===== src/rtl/tuner_window_ctrl.sv =====
// Window sequencer for the tuner correlator bank.
// Frames accepted audio samples into 2**window_log2_p windows, clears the MACs
// at each window start, then stalls the stream while it walks the magnitude mux
// over every note channel and reports the index of the strongest one.
module tuner_window_ctrl #(
    parameter int num_notes_p   = 7,
    parameter int window_log2_p = 16,
    parameter int mag_width_p   = 32,
    parameter int idx_width_p   = 3
) (
    input  logic                          clk_i,
    input  logic                          reset_ni,
    input  logic                          valid_i,
    output logic                          ready_o,
    output logic                          mac_clear_o,
    output logic                          mac_en_o,
    output logic [idx_width_p-1:0]        mag_sel_o,
    input  logic signed [mag_width_p-1:0] mag_i,
    output logic [idx_width_p-1:0]        note_o,
    output logic                          note_valid_o,
    output logic                          busy_o
);

    typedef enum logic [1:0] {
        CLEAR  = 2'd0,
        ACCUM  = 2'd1,
        SCAN   = 2'd2,
        REPORT = 2'd3
    } state_e;

    localparam logic [idx_width_p-1:0]        LAST_SEL = idx_width_p'(num_notes_p - 1);
    localparam logic signed [mag_width_p-1:0] MOST_NEG = {1'b1, {(mag_width_p-1){1'b0}}};

    state_e                   state_q, state_d;
    logic [window_log2_p-1:0] count_q, count_d;
    logic [idx_width_p-1:0]   mag_sel_q, mag_sel_d;
    logic [mag_width_p-2:0]   best_mag_q, best_mag_d;
    logic [idx_width_p-1:0]   best_idx_q, best_idx_d;
    logic [idx_width_p-1:0]   note_q, note_d;
    logic                     note_valid_q, note_valid_d;
    logic [mag_width_p-2:0]   abs_mag;

    // Magnitude of a signed accumulator; the most-negative value has no positive
    // twin in mag_width_p-1 bits, so it saturates to all-ones instead of wrapping.
    function automatic logic [mag_width_p-2:0] sat_abs(input logic signed [mag_width_p-1:0] v);
        logic signed [mag_width_p-1:0] neg;
        neg = -v;
        if (!v[mag_width_p-1]) begin
            return v[mag_width_p-2:0];
        end
        if (v == MOST_NEG) begin
            return '1;
        end
        return neg[mag_width_p-2:0];
    endfunction

    // Magnitude of the channel currently selected on the external mux.
    always_comb begin
        abs_mag = sat_abs(mag_i);
    end

    // Next-state logic: window counting, serial max search, report handoff.
    always_comb begin
        state_d      = state_q;
        count_d      = count_q;
        mag_sel_d    = mag_sel_q;
        best_mag_d   = best_mag_q;
        best_idx_d   = best_idx_q;
        note_d       = note_q;
        note_valid_d = note_valid_q;

        case (state_q)
            CLEAR: begin
                count_d = '0;
                state_d = ACCUM;
            end
            ACCUM: begin
                if (valid_i) begin
                    count_d = count_q + 1'b1;
                    if (count_q == '1) begin
                        // Start a fresh search; best_idx is cleared too so an
                        // all-zero window reports channel 0, not a stale winner.
                        mag_sel_d  = '0;
                        best_mag_d = '0;
                        best_idx_d = '0;
                        state_d    = SCAN;
                    end
                end
            end
            SCAN: begin
                // Strict compare: on a tie the earlier (lower) index is kept.
                if (abs_mag > best_mag_q) begin
                    best_mag_d = abs_mag;
                    best_idx_d = mag_sel_q;
                end
                if (mag_sel_q == LAST_SEL) begin
                    note_d       = best_idx_d;
                    note_valid_d = 1'b1;
                    mag_sel_d    = '0;
                    state_d      = REPORT;
                end else begin
                    mag_sel_d = mag_sel_q + 1'b1;
                end
            end
            REPORT: begin
                note_valid_d = 1'b0;
                state_d      = CLEAR;
            end
            default: begin
                state_d = CLEAR;
            end
        endcase
    end

    // State register with asynchronous return to the window-start condition.
    always_ff @(posedge clk_i or negedge reset_ni) begin
        if (!reset_ni) begin
            state_q      <= CLEAR;
            count_q      <= '0;
            mag_sel_q    <= '0;
            best_mag_q   <= '0;
            best_idx_q   <= '0;
            note_q       <= '0;
            note_valid_q <= 1'b0;
        end else begin
            state_q      <= state_d;
            count_q      <= count_d;
            mag_sel_q    <= mag_sel_d;
            best_mag_q   <= best_mag_d;
            best_idx_q   <= best_idx_d;
            note_q       <= note_d;
            note_valid_q <= note_valid_d;
        end
    end

    // Outputs decoded from registered state; only mac_en_o sees valid_i directly.
    always_comb begin
        ready_o      = (state_q == ACCUM);
        mac_clear_o  = (state_q == CLEAR);
        mac_en_o     = valid_i & ready_o;
        busy_o       = (state_q != ACCUM);
        mag_sel_o    = mag_sel_q;
        note_o       = note_q;
        note_valid_o = note_valid_q;
    end

endmodule


===== config.mk =====
export PLATFORM = sky130hd
export DESIGN_NAME = tuner_window_ctrl
export DESIGN_NICKNAME = d
export VERILOG_FILES = /design/src/rtl/tuner_window_ctrl.sv
export SDC_FILE = /design/constraint.sdc
export NUM_CORES = 1
export LEC_CHECK = 0
export CORE_MARGIN = 4
export CORE_UTILIZATION = 35
export DETAILED_ROUTE_END_ITERATION = 10
export PLACE_DENSITY = 0.55
export SLEW_MARGIN = 20
export SYNTH_ARGS = -nofsm -noshare
export SYNTH_HDL_FRONTEND = slang
export SYNTH_SLANG_ARGS = --single-unit

===== constraint.sdc =====
create_clock -name clk_i -period 3.3 [get_ports clk_i]
set_input_delay 0.66 -clock clk_i [delete_from_list [all_inputs] [get_ports clk_i]]
set_output_delay 0.66 -clock clk_i [all_outputs]
set_load 0.1 [all_outputs]

# ---- Yosys cells after proc, flatten, opt, wreduce, memory -nomap -nowiden
# Index checks and enable logic that the tools add are counted.
dict set report classes {
  addsub 3
  n_lt_le_gt_ge 1
  n_eq_ne 11
  mux 24
  bitwise_logic 1
  n_reduce_logical 10
}
# cell n
set ops {}
lappend ops {{two-way mux 31 bit} 7}
lappend ops {{case mux 31 bit (2 select lines)} 1}
lappend ops {{equality test 32 bit (second input constant)} 1}
lappend ops {{case mux 16 bit (2 select lines)} 1}
lappend ops {{> comparator 31 bit} 1}
lappend ops {{negator 31 bit} 1}
lappend ops {{adder 16 x 1 -> 16 bit (second input constant)} 1}
lappend ops {{equality test 16 bit (second input constant)} 1}
lappend ops {{two-way mux 16 bit} 1}
lappend ops {{two-way mux 3 bit} 4}
lappend ops {{case mux 3 bit (2 select lines)} 2}
lappend ops {{case mux 2 bit (4 select lines)} 1}
lappend ops {{two-way mux 2 bit} 3}
lappend ops {{inequality test 2 bit (second input constant)} 3}
lappend ops {{AND reduction 2 bit} 3}
lappend ops {{AND reduction 3 bit} 2}
lappend ops {{nonzero test 2 bit} 3}
lappend ops {{equality test 2 bit (second input constant)} 2}
lappend ops {{inequality test 2 x 1 -> 1 bit (second input constant)} 2}
lappend ops {{AND reduction 4 bit} 1}
lappend ops {{adder 3 x 1 -> 3 bit (second input constant)} 1}
lappend ops {{equality test 3 bit (second input constant)} 1}
lappend ops {{two-way mux 1 bit} 3}
lappend ops {{equality test 2 x 1 -> 1 bit (second input constant)} 1}
lappend ops {{3 further kinds} 3}
dict set report word_totals {
  regBits 59
  output_inout_bits 11
  elab_cells 57
}

# ---- Logic depth before layout (Yosys ltp)
# Gate-level depths: netlist of run 1.
dict set report logic_depth {
  ltp_word 8
  depth_mapped 17
}

# ---- Worst setup path before layout of run 1
# Ideal clock, no wire load.
dict set report synth_timing {
  kind {input to register}
  startpoint {input port mag_i[0]}
  endpoint {register best_mag_q[0]}
  arrival_time_ps 3874
  required_time_ps 3174
  setup_slack_ps -700
  stages 14
  n_path_buf 0
  path_cell_list {inv_1 > ha_1 > nor4b_2 > nand4_4 > or4b_1 > a21oi_1 > a31o_1 > inv_1 > ha_1 > nand4_1 > nor4_1 > a21boi_1 > o21ai_0 > o311a_1}
}
dict set report synth_between {
  elab_chain_len 8
}
# element line_no
set synth_lines {}
lappend synth_lines {{start, declared} 18} ;# input logic signed [mag_width_p-1:0] mag_i,
lappend synth_lines {{parallel branches: the longest is 4 deep, another holds negator 31 bit} -}
lappend synth_lines {{two-way mux 31 bit *} 51} ;# if (v == MOST_NEG) begin
lappend synth_lines {{> comparator 31 bit} 92} ;# if (abs_mag > best_mag_q) begin
lappend synth_lines {{inequality test 2 bit (no source line)} -}
lappend synth_lines {{AND reduction 4 bit (no source line)} -}
lappend synth_lines {{end signal, assigned} 129} ;# best_mag_q <= best_mag_d;
lappend synth_lines {{end, declared} 37} ;# logic [mag_width_p-2:0] best_mag_q, best_mag_d;
# Every way passes the cells marked *. The select of a mux whose other input is x is not followed.
# A chain may end at the register's enable or synchronous reset.

# ---- Worst setup path after layout of run 1
dict set report layout_timing {
  startpoint {input port mag_i[23]}
  endpoint {register best_mag_q[29]}
}
# The elaborated chain is that of the path after synthesis.

==> results of run 1 <==
-- final cells by class --
class / count / area [sq um]
Timing Repair Buffer: 161 / 1460
Tap cell: 172 / 215
Sequential cell: 59 / 1480
Inverter: 73 / 274
Clock inverter: 2 / 60.1
Fill cell: 1142 / 5580
Multi-Input combinational cell: 362 / 3300
Clock buffer: 12 / 256
-- cells in the mapped netlist, drive strengths merged (2+ instances only) --
master   number  area share (%)
ha           37              10
nor2b         4            0.56
o31ai         8             1.6
nand4        14             2.4
nor4          7             1.6
o41ai         9             2.3
and3          3            0.42
o21a          3            0.50
and4          2            0.39
xnor2         9             1.8
xor2         25             4.9
o31a          2            0.39
inv          73             6.1
a31o          4            0.78
nand3        14             1.6
nor2         33             2.8
nand2        40             3.4
or2           4            0.56
nor3          7            0.78
or4           4            0.83
buf           7             1.3
and2         30             4.2
mux2i         2            0.45
clkbuf       10             1.1
o21ai        20             2.4
a221oi        2            0.39
nand3b        2            0.33
a211oi        2            0.33
dfrtp        59              33
a21oi        24             2.7
o2bb2ai      33             6.6
-- stage by stage --
stage | setup TNS [ns] | instance area, sq um | total power (uW)
detailed placement | -44.68 | 5790 | 2430
global placement | -41.72 | 5790 | 2380
floorplan | -13.14 | 4590 | 2000
global route | -27.32 | 7040 | 4140
CTS | -18.83 | 6520 | 3610
finish | -21.34 | 7040 | 3870
-- worst reg2reg max path: stages (launching register included) --
cell                        delay (ns)
sky130_fd_sc_hd__dfrtp_1          0.40
sky130_fd_sc_hd__inv_1            0.06
sky130_fd_sc_hd__ha_1             0.28
sky130_fd_sc_hd__nand4_1          0.19
sky130_fd_sc_hd__nor4_2           0.34
sky130_fd_sc_hd__buf_4            0.17
sky130_fd_sc_hd__a21boi_4         0.23
sky130_fd_sc_hd__o2111ai_4        0.14
sky130_fd_sc_hd__buf_12           0.19
sky130_fd_sc_hd__clkbuf_16        0.17
sky130_fd_sc_hd__o2bb2ai_1        0.16
-- state kept, by name, indices dropped and copies added (netlist names) --
| signal | count |
|---|---|
| best_mag_q | 31 |
| state_q | 2 |
| best_idx_q | 3 |
| mag_sel_o | 3 |
| note_o | 3 |
| count_q | 16 |
| note_valid_o | 1 |
-- layer usage --
metal | GRT usage, % | vias to the layer above | part of all wire [%]
li1 | - | 2112 | -
met1 | 22.8 | 2041 | 46
met2 | 29.4 | 58 | 50
met3 | 2.70 | 13 | 2.7
met4 | 7.07 | 0 | 1.5
met5 | 0 | - | 0
-- where the power goes --
group	switching, uW	internal, uW	total (uW)
Clock	328	693	1020
Combinational	806	877	1680
Sequential	198	963	1160
-- cells by family (layout without fill, tap and decap cells) --
logic type / Yosys count / after routing / share of synthesized area [%]
and+or+nand+nor: 168 / 168 / 20.7
AOI/OAI and AO/OA: 121 / 121 / 20.7
buffers and inverters: 90 / 248 / 8.40
DFF: 59 / 59 / 32.8
adders and majority gates: 37 / 37 / 10.3
xor gates and xnor gates: 34 / 34 / 6.62
muxes: 2 / 2 / 0.445
-- final timing paths --
path                                 from              to
max                             mag_i[23]  best_mag_q[29]
min                           count_q[12]     count_q[12]
min reg2reg                   count_q[12]     count_q[12]
min in group asynchronous        reset_ni  best_mag_q[10]
max reg2reg                best_mag_q[23]  best_mag_q[29]
max in group asynchronous        reset_ni  best_mag_q[18]
-- repair_timing --
action | 4_1_cts | 5_1_grt
gates cloned | 2 | 2
setup buffers | 17 | 11
gates resized for setup | 103 | 74
pin swaps | 29 | 21
setup endpoints to repair | 37 | 37
==> results list, run 1 <==
* Result of the run: finished, violations left
- Failing checks: setup timing
- Worst path top cell family by delay: simple AND/OR/NAND/NOR gates
- Summing every instance area after synthesis gives 4500 sq um.
- Pre-CTS setup slack: -1.24 ns
- DRC violation total after the first TritonRoute iteration: 157
- In this run the register-to-register setup slack is 0.89 ns.
- Part of the Yosys area used for sequential elements: between 30% and 40%
* Minimum period implied by the final worst setup slack: between 3 and 4 ns
- The region available for standard cell placement spans 12600 sq um.
- Detailed placement ended at an HPWL of 8790 um.
- Final nets: 738
- Minimum setup slack in the final design: -0.636 ns
- Clock H-tree levels: 3
* CTS tree: built
- The longest clock path from root to sink contains 2 buffers.
* Total clock buffers created by CTS: 9
- Tcrit/Tclk final: 119%
- Register clock-pin slew on the reported worst setup and hold paths: 0.05 ns
- The slowest stage of the critical path is the sky130_fd_sc_hd__or4_4 cell.
- Layout cell share with drive strength beyond 1: 36.9%
- Number of sinks handled by clock tree synthesis: 59
- Final global-route overflow total: 0
* Post-cts hold buffer count: 0
- Number of global-route vias before repair: about 4300
* Reg2reg path depth: 10
- Final routed wirelength across all metal layers: 13200 um
- Number of detailed-route iterations in the first pass: 5
* Synth-to-Final Area Change: 56.7%
- The first global-routing pass estimated between 20000 and 25000 um of wire.
- Across the run, the number of max-cap violations was 0.
- Number of distinct library cells after synthesis: 63
* Layout Utilization: between 50% and 60%
* # IOs: 46
- Max-Slew Margin vs Limit: 48.4%
- Synthesis handed over a netlist of 511 instances.
* Starting utilization of the core area: 35.6%
* Post-synthesis register bit count: 59
* Diodes inserted: 0
* Yosys warnings: 0
* Number of max-slew violations in the final report: 0
- Power per unit of standard cell area: about 550 nW/um^2
* Final worst hold slack: roughly 0.48 ns
* Delay of the slowest cell on the worst path: 0.54 ns
- Total of endpoints with negative setup slack in the final report: 37
- Data on the critical path is required at its endpoint by 3.55 ns.
- The die covers 14700 sq um.
- Total number of vias: about 4200
- Detail-routed via count per cell: 5.02
* Startpoint type of the worst setup path: primary input
- Largest net degree at the start of global routing: 60
* Data arrival, critical path: 4.19 ns
- Clock latency on the worst-skew pair: 0.33 ns
- Worst IR drop on VDD: around 0.37 mV
* Cells after DPL: 796
- Commonest non-fill, non-tap cell in the layout: sky130_fd_sc_hd__buf_4
- Routability Congestion: 0.825
- The worst setup path is of the in -> reg kind.
* Leak: about 0.0032 uW
* Initial antenna violation count: 0
- Number of synthesized flops with an enable pin: 0
* Remaining antenna violation count after routing: 0
- Final setup skew: around 0.0087 ns
- Synthesized net count: 583
* Total number of placement rows: 41
- For the pin with the worst max-slew slack, the measured transition is 0.774 ns.
- Sequence of cells on the critical path: buf_6 -> or4_4 -> or3_1 -> o41a_1 -> o21bai_4 -> o21ai_2 -> inv_1 -> ha_4 -> nand4_1 -> nor4_2 -> buf_4 -> a21boi_4 -> o2111ai_4 -> buf_12 -> clkbuf_16 -> o2bb2ai_1
* Critical Path End Type: register
- Counting instances, the worst hold path has a depth of 1.
* Clock Tree Root: sky130_fd_sc_hd__clkbuf_16
- The count of buffers added on input and output ports is 45.
- The count of final hold-check violations is 0.
* Global-route usage over all layers: 17.6%
* Tightest Hold Check Type: reg -> reg
* Chip Width: 121 um
- In this run the vertical extent of the chip is 121 um.
- Maximum operating frequency: 254 MHz
- Mean cell area of the mapped netlist: around 8.8 sq um
* Largest fanout on the critical path: 11
- Dominant register cell in the synthesized netlist: sky130_fd_sc_hd__dfrtp_1
- The top cell types in the final layout, fill and taps aside, are sky130_fd_sc_hd__buf_4, sky130_fd_sc_hd__inv_1, sky130_fd_sc_hd__dfrtp_1.
- Unrepaired setup endpoints after global routing: yes
- Cell count along the critical path: 16
- In the final routed layout, each cell accounts on average for about 16 um.
- Number of non-filler instances in the completed layout: 841
* Worst path buffer plus inverter count: 5
- Number of remaining DRC errors: 0
* Fraction of registers with async set or reset after synthesis: 100%
(Power assumes the default switching activity.)
==> run 2, diff against run 1 <==
clock period = 4.73 ns   (was 3.3 ns; I/O delays follow)
==> run 2 against run 1 <==
Compared with the run above: the flow now finishes without violations; flip-flop and latch count did not move; worst hold slack improved by 0.0014 ns; wire length fell by 15%; worst setup slack improved by 0.85 ns; clock skew fell by 0.0046 ns; global-route usage fell by 1.9 points; non-clock buffer count fell by 47; power fell by 41%; via count fell by 6.3%; clock power fell by 40%; final cell count fell by 5.5%; register-to-register slack improved by 1.3 ns; critical endpoint is now best_mag_q[0]; largest power group unchanged; highest routed layer unchanged.
==> results list, run 2 (same netlist as run 1, synthesis figures left out) <==
* Global-route usage over all layers: roughly 16%
- Max Root-Sink Buffers: 2
- Entering global routing, the biggest net connects 32 pins.
* Remaining antenna violation count after routing: 0
* Number of global-route vias before repair: between 4000 and 5000
- Min-Delay Startpoint: count_q[12]
* Critical Path End Type: register
* Fin area: 5910 sq um
* Register with the most flip-flops: best_mag_q
- In the final layout, the registers with the most flip-flops are best_mag_q (31), count_q (16).
- Commonest non-fill, non-tap cell in the layout: sky130_fd_sc_hd__inv_1
- Sequential cells burn approximately a third of the power.
- Clock-pin slew was measured on the worst setup and hold paths at about 0.050 ns.
- Power per unit of standard cell area: approximately 390 nW/um^2
- In this run the count of I/O pins placed on the die edge is 46.
- Worst Hold Path Cells: 1
- For this block, the initial DRC count from the detailed router was 143.
- Final nets: 691
- Final setup skew: 0.00410 ns
- Chip Width: 121 um
- Worst hold endpoint: count_q[12]
* Area after DPL: ~5600 sq um
- The final critical path takes up 95.4% of the cycle.
* Total of endpoints with negative setup slack in the final report: 0
* Startpoint type of the worst setup path: primary input
- In this run the critical register-to-register path is launched from state_q[1].
- The run finished with clean final reports.
* Layout cell share with drive strength beyond 1: 18.0%
* Max capacitance violation total: 0
- Number of max-slew violations in the final report: 0
* Buffers added on ports: 45
- Diodes inserted: 0
* Estimated wirelength of the detail-placed design: between 8000 and 9000 um
* Power consumption: roughly 2300 uW
* Combinational fraction of design power: 39.9%
* Initial antenna violation count: 0
- Unrepaired setup endpoints after global routing: yes
- Total clock buffers created by CTS: 9
- Routability-driven placement finished with a final weighted congestion of 0.812.
- Data on the critical path arrives at its endpoint at 4.72 ns.
- The first global-routing pass estimated 18900 um of wire.
- Die Y: between 100 and 150 um
- The count of final hold-check violations came to 0.
* Number of detailed-route iterations in the first pass: 4
- Detail-routed via count per cell: 4.98
- The worst register-to-register path ends at count_q[15].
* Final global-route overflow total: 0
- The critical path is of the in -> reg type.
* Post-CTS setup buffer count: 0
- Measured against its own limit, the worst slew margin works out to roughly a third.
* CP Data Required Time: ~4.9 ns
- In this run switching power makes up 34.6% of total power.
- Minimum period implied by the final worst setup slack: 4.51 ns
- Number of sinks handled by clock tree synthesis: 59
- Core Footprint: 12600 sq um
* Clock Tree Root: sky130_fd_sc_hd__clkbuf_16
- Highest-count cells in the layout ignoring fill and taps: sky130_fd_sc_hd__inv_1, sky130_fd_sc_hd__buf_4, sky130_fd_sc_hd__dfrtp_1
- Total number of placement rows: between 40 and 50
- The internal power of the cells totals between 1500 and 2000 uW.
- CTS built an H-tree with a depth of 3.
* Setup slack of the worst register-to-register path: 2.21 ns
- VDD sags by at most 0.295 mV.
* CTS tree: built
- For the worst flop-to-flop path, the logic depth is 8.
- Final routed wirelength across all metal layers: 11100 um
* Starting utilization of the core area: between 30% and 40%
- For the pin with the worst max-slew slack, the measured transition is 0.981 ns.
- Accumulated negative setup slack: 0 ns
- Synth-to-Final Area Change: 31.4%
- In the routed design, unresolved DRC markers number 0.
* Clock network fraction of design power: 26.6%
- Die Footprint: 14700 sq um
* Total number of vias: 3956
- Dividing the detail-routed wire length by the instance count gives between 10 and 15 um.
* Leak: 0.00270 uW
* Maximum operating frequency: 222 MHz
* Largest fanout on the critical path: 5
- The register with the most flip-flops in the layout has 31 of them.
* Clock latency on the worst-skew pair: 0.33 ns
- The min-delay analysis places its worst path in the category reg -> reg.
* Net switching power: between 700 and 800 uW
run 2: cell count changes in the layout (fill, tap and decap cells not counted), sizes merged:
cell | previous run | this run
buf | 136 | 71
bufinv | 2 | 0
dlygate4sd2 | 9 | 0
dlymetal6s2s | 1 | 0
clkinv | 0 | 2
clkdlybuf4s50 | 6 | 43
clkdlybuf4s15 | 5 | 0
clkbuf | 16 | 13
run 2: metal layers:
metal | global-route usage, % | vias up | share of wire (%)
li1 | - | 2014 | -
met1 | 21.0 | 1868 | 48
met2 | 24.8 | 59 | 46
met3 | 4.43 | 15 | 4.9
met4 | 4.97 | 0 | 1.8
met5 | 0 | - | 0
run 2: final cells by class:
class                      instances  area, sq um
clock buffer                      13          270
clock inverter                     2         10.0
fill                            1272         6710
inverter                          73          274
multi-input combinational        362         2680
sequential                        59         1480
tap                              172          215
timing repair buffer             114          977
run 2: repair_timing:
action,in CTS,in global routing
hold buffers,0,0
setup endpoints to repair,0,37
resized for setup,0,7
run 2: worst max path at each step:
| stage | from | endpoint | depth (start not counted) |
|---|---|---|---|
| 2_1_floorplan | mag_i[0] | best_mag_q[0] | 14 |
| 4_1_cts | mag_i[0] | best_mag_q[0] | 17 |
| 5_1_grt | mag_i[0] | best_mag_q[9] | 19 |
| 6_report | mag_i[2] | best_mag_q[0] | 17 |
| 3_5_place_dp | mag_i[0] | best_mag_q[0] | 17 |
| 3_3_place_gp | mag_i[0] | best_mag_q[0] | 17 |
run 2: power by group through the flow:
stage / clock [uW] / combinational [uW] / sequential, uW
2_1_floorplan: 0 / 532 / 840
3_3_place_gp: 0 / 885 / 774
3_5_place_dp: 0 / 912 / 774
4_1_cts: 636 / 921 / 771
5_1_grt: 662 / 1030 / 795
6_report: 612 / 917 / 770
run 2: critical path, cell delays in order:
cell,delay [ns]
sky130_fd_sc_hd__clkdlybuf4s50_1,0.46
sky130_fd_sc_hd__nor4_4,0.28
sky130_fd_sc_hd__buf_4,0.18
sky130_fd_sc_hd__nand4_2,0.15
sky130_fd_sc_hd__buf_4,0.20
sky130_fd_sc_hd__o41ai_2,0.30
sky130_fd_sc_hd__xor2_1,0.17
sky130_fd_sc_hd__and2_1,0.16
sky130_fd_sc_hd__inv_1,0.05
sky130_fd_sc_hd__ha_1,0.29
sky130_fd_sc_hd__nand4_1,0.25
sky130_fd_sc_hd__nor4_2,0.35
sky130_fd_sc_hd__buf_4,0.17
sky130_fd_sc_hd__and3_1,0.19
sky130_fd_sc_hd__inv_1,0.09
sky130_fd_sc_hd__a311o_1,0.35
sky130_fd_sc_hd__o311a_1,0.12
run 2: per-stage QoR:
stage | setup slack, ns | hold slack (ns) | cells | util (%)
3_5_place_dp | -0.215 | 0.473 | 780 | 44.2
5_1_grt | -0.00514 | 0.500 | 795 | 46.8
6_report | 0.216 | 0.479 | 795 | 46.8
3_3_place_gp | -0.127 | 0.461 | 780 | 44.2
2_1_floorplan | 0.444 | 0.445 | 511 | -
4_1_cts | 0.108 | 0.483 | 795 | 46.4
==> run 3, diff against run 2 <==
SKIP_LAST_GASP = 1   (was not set)
==> results of run 3 <==
The final DEF is identical to that of run 2; final timing and power are the same.
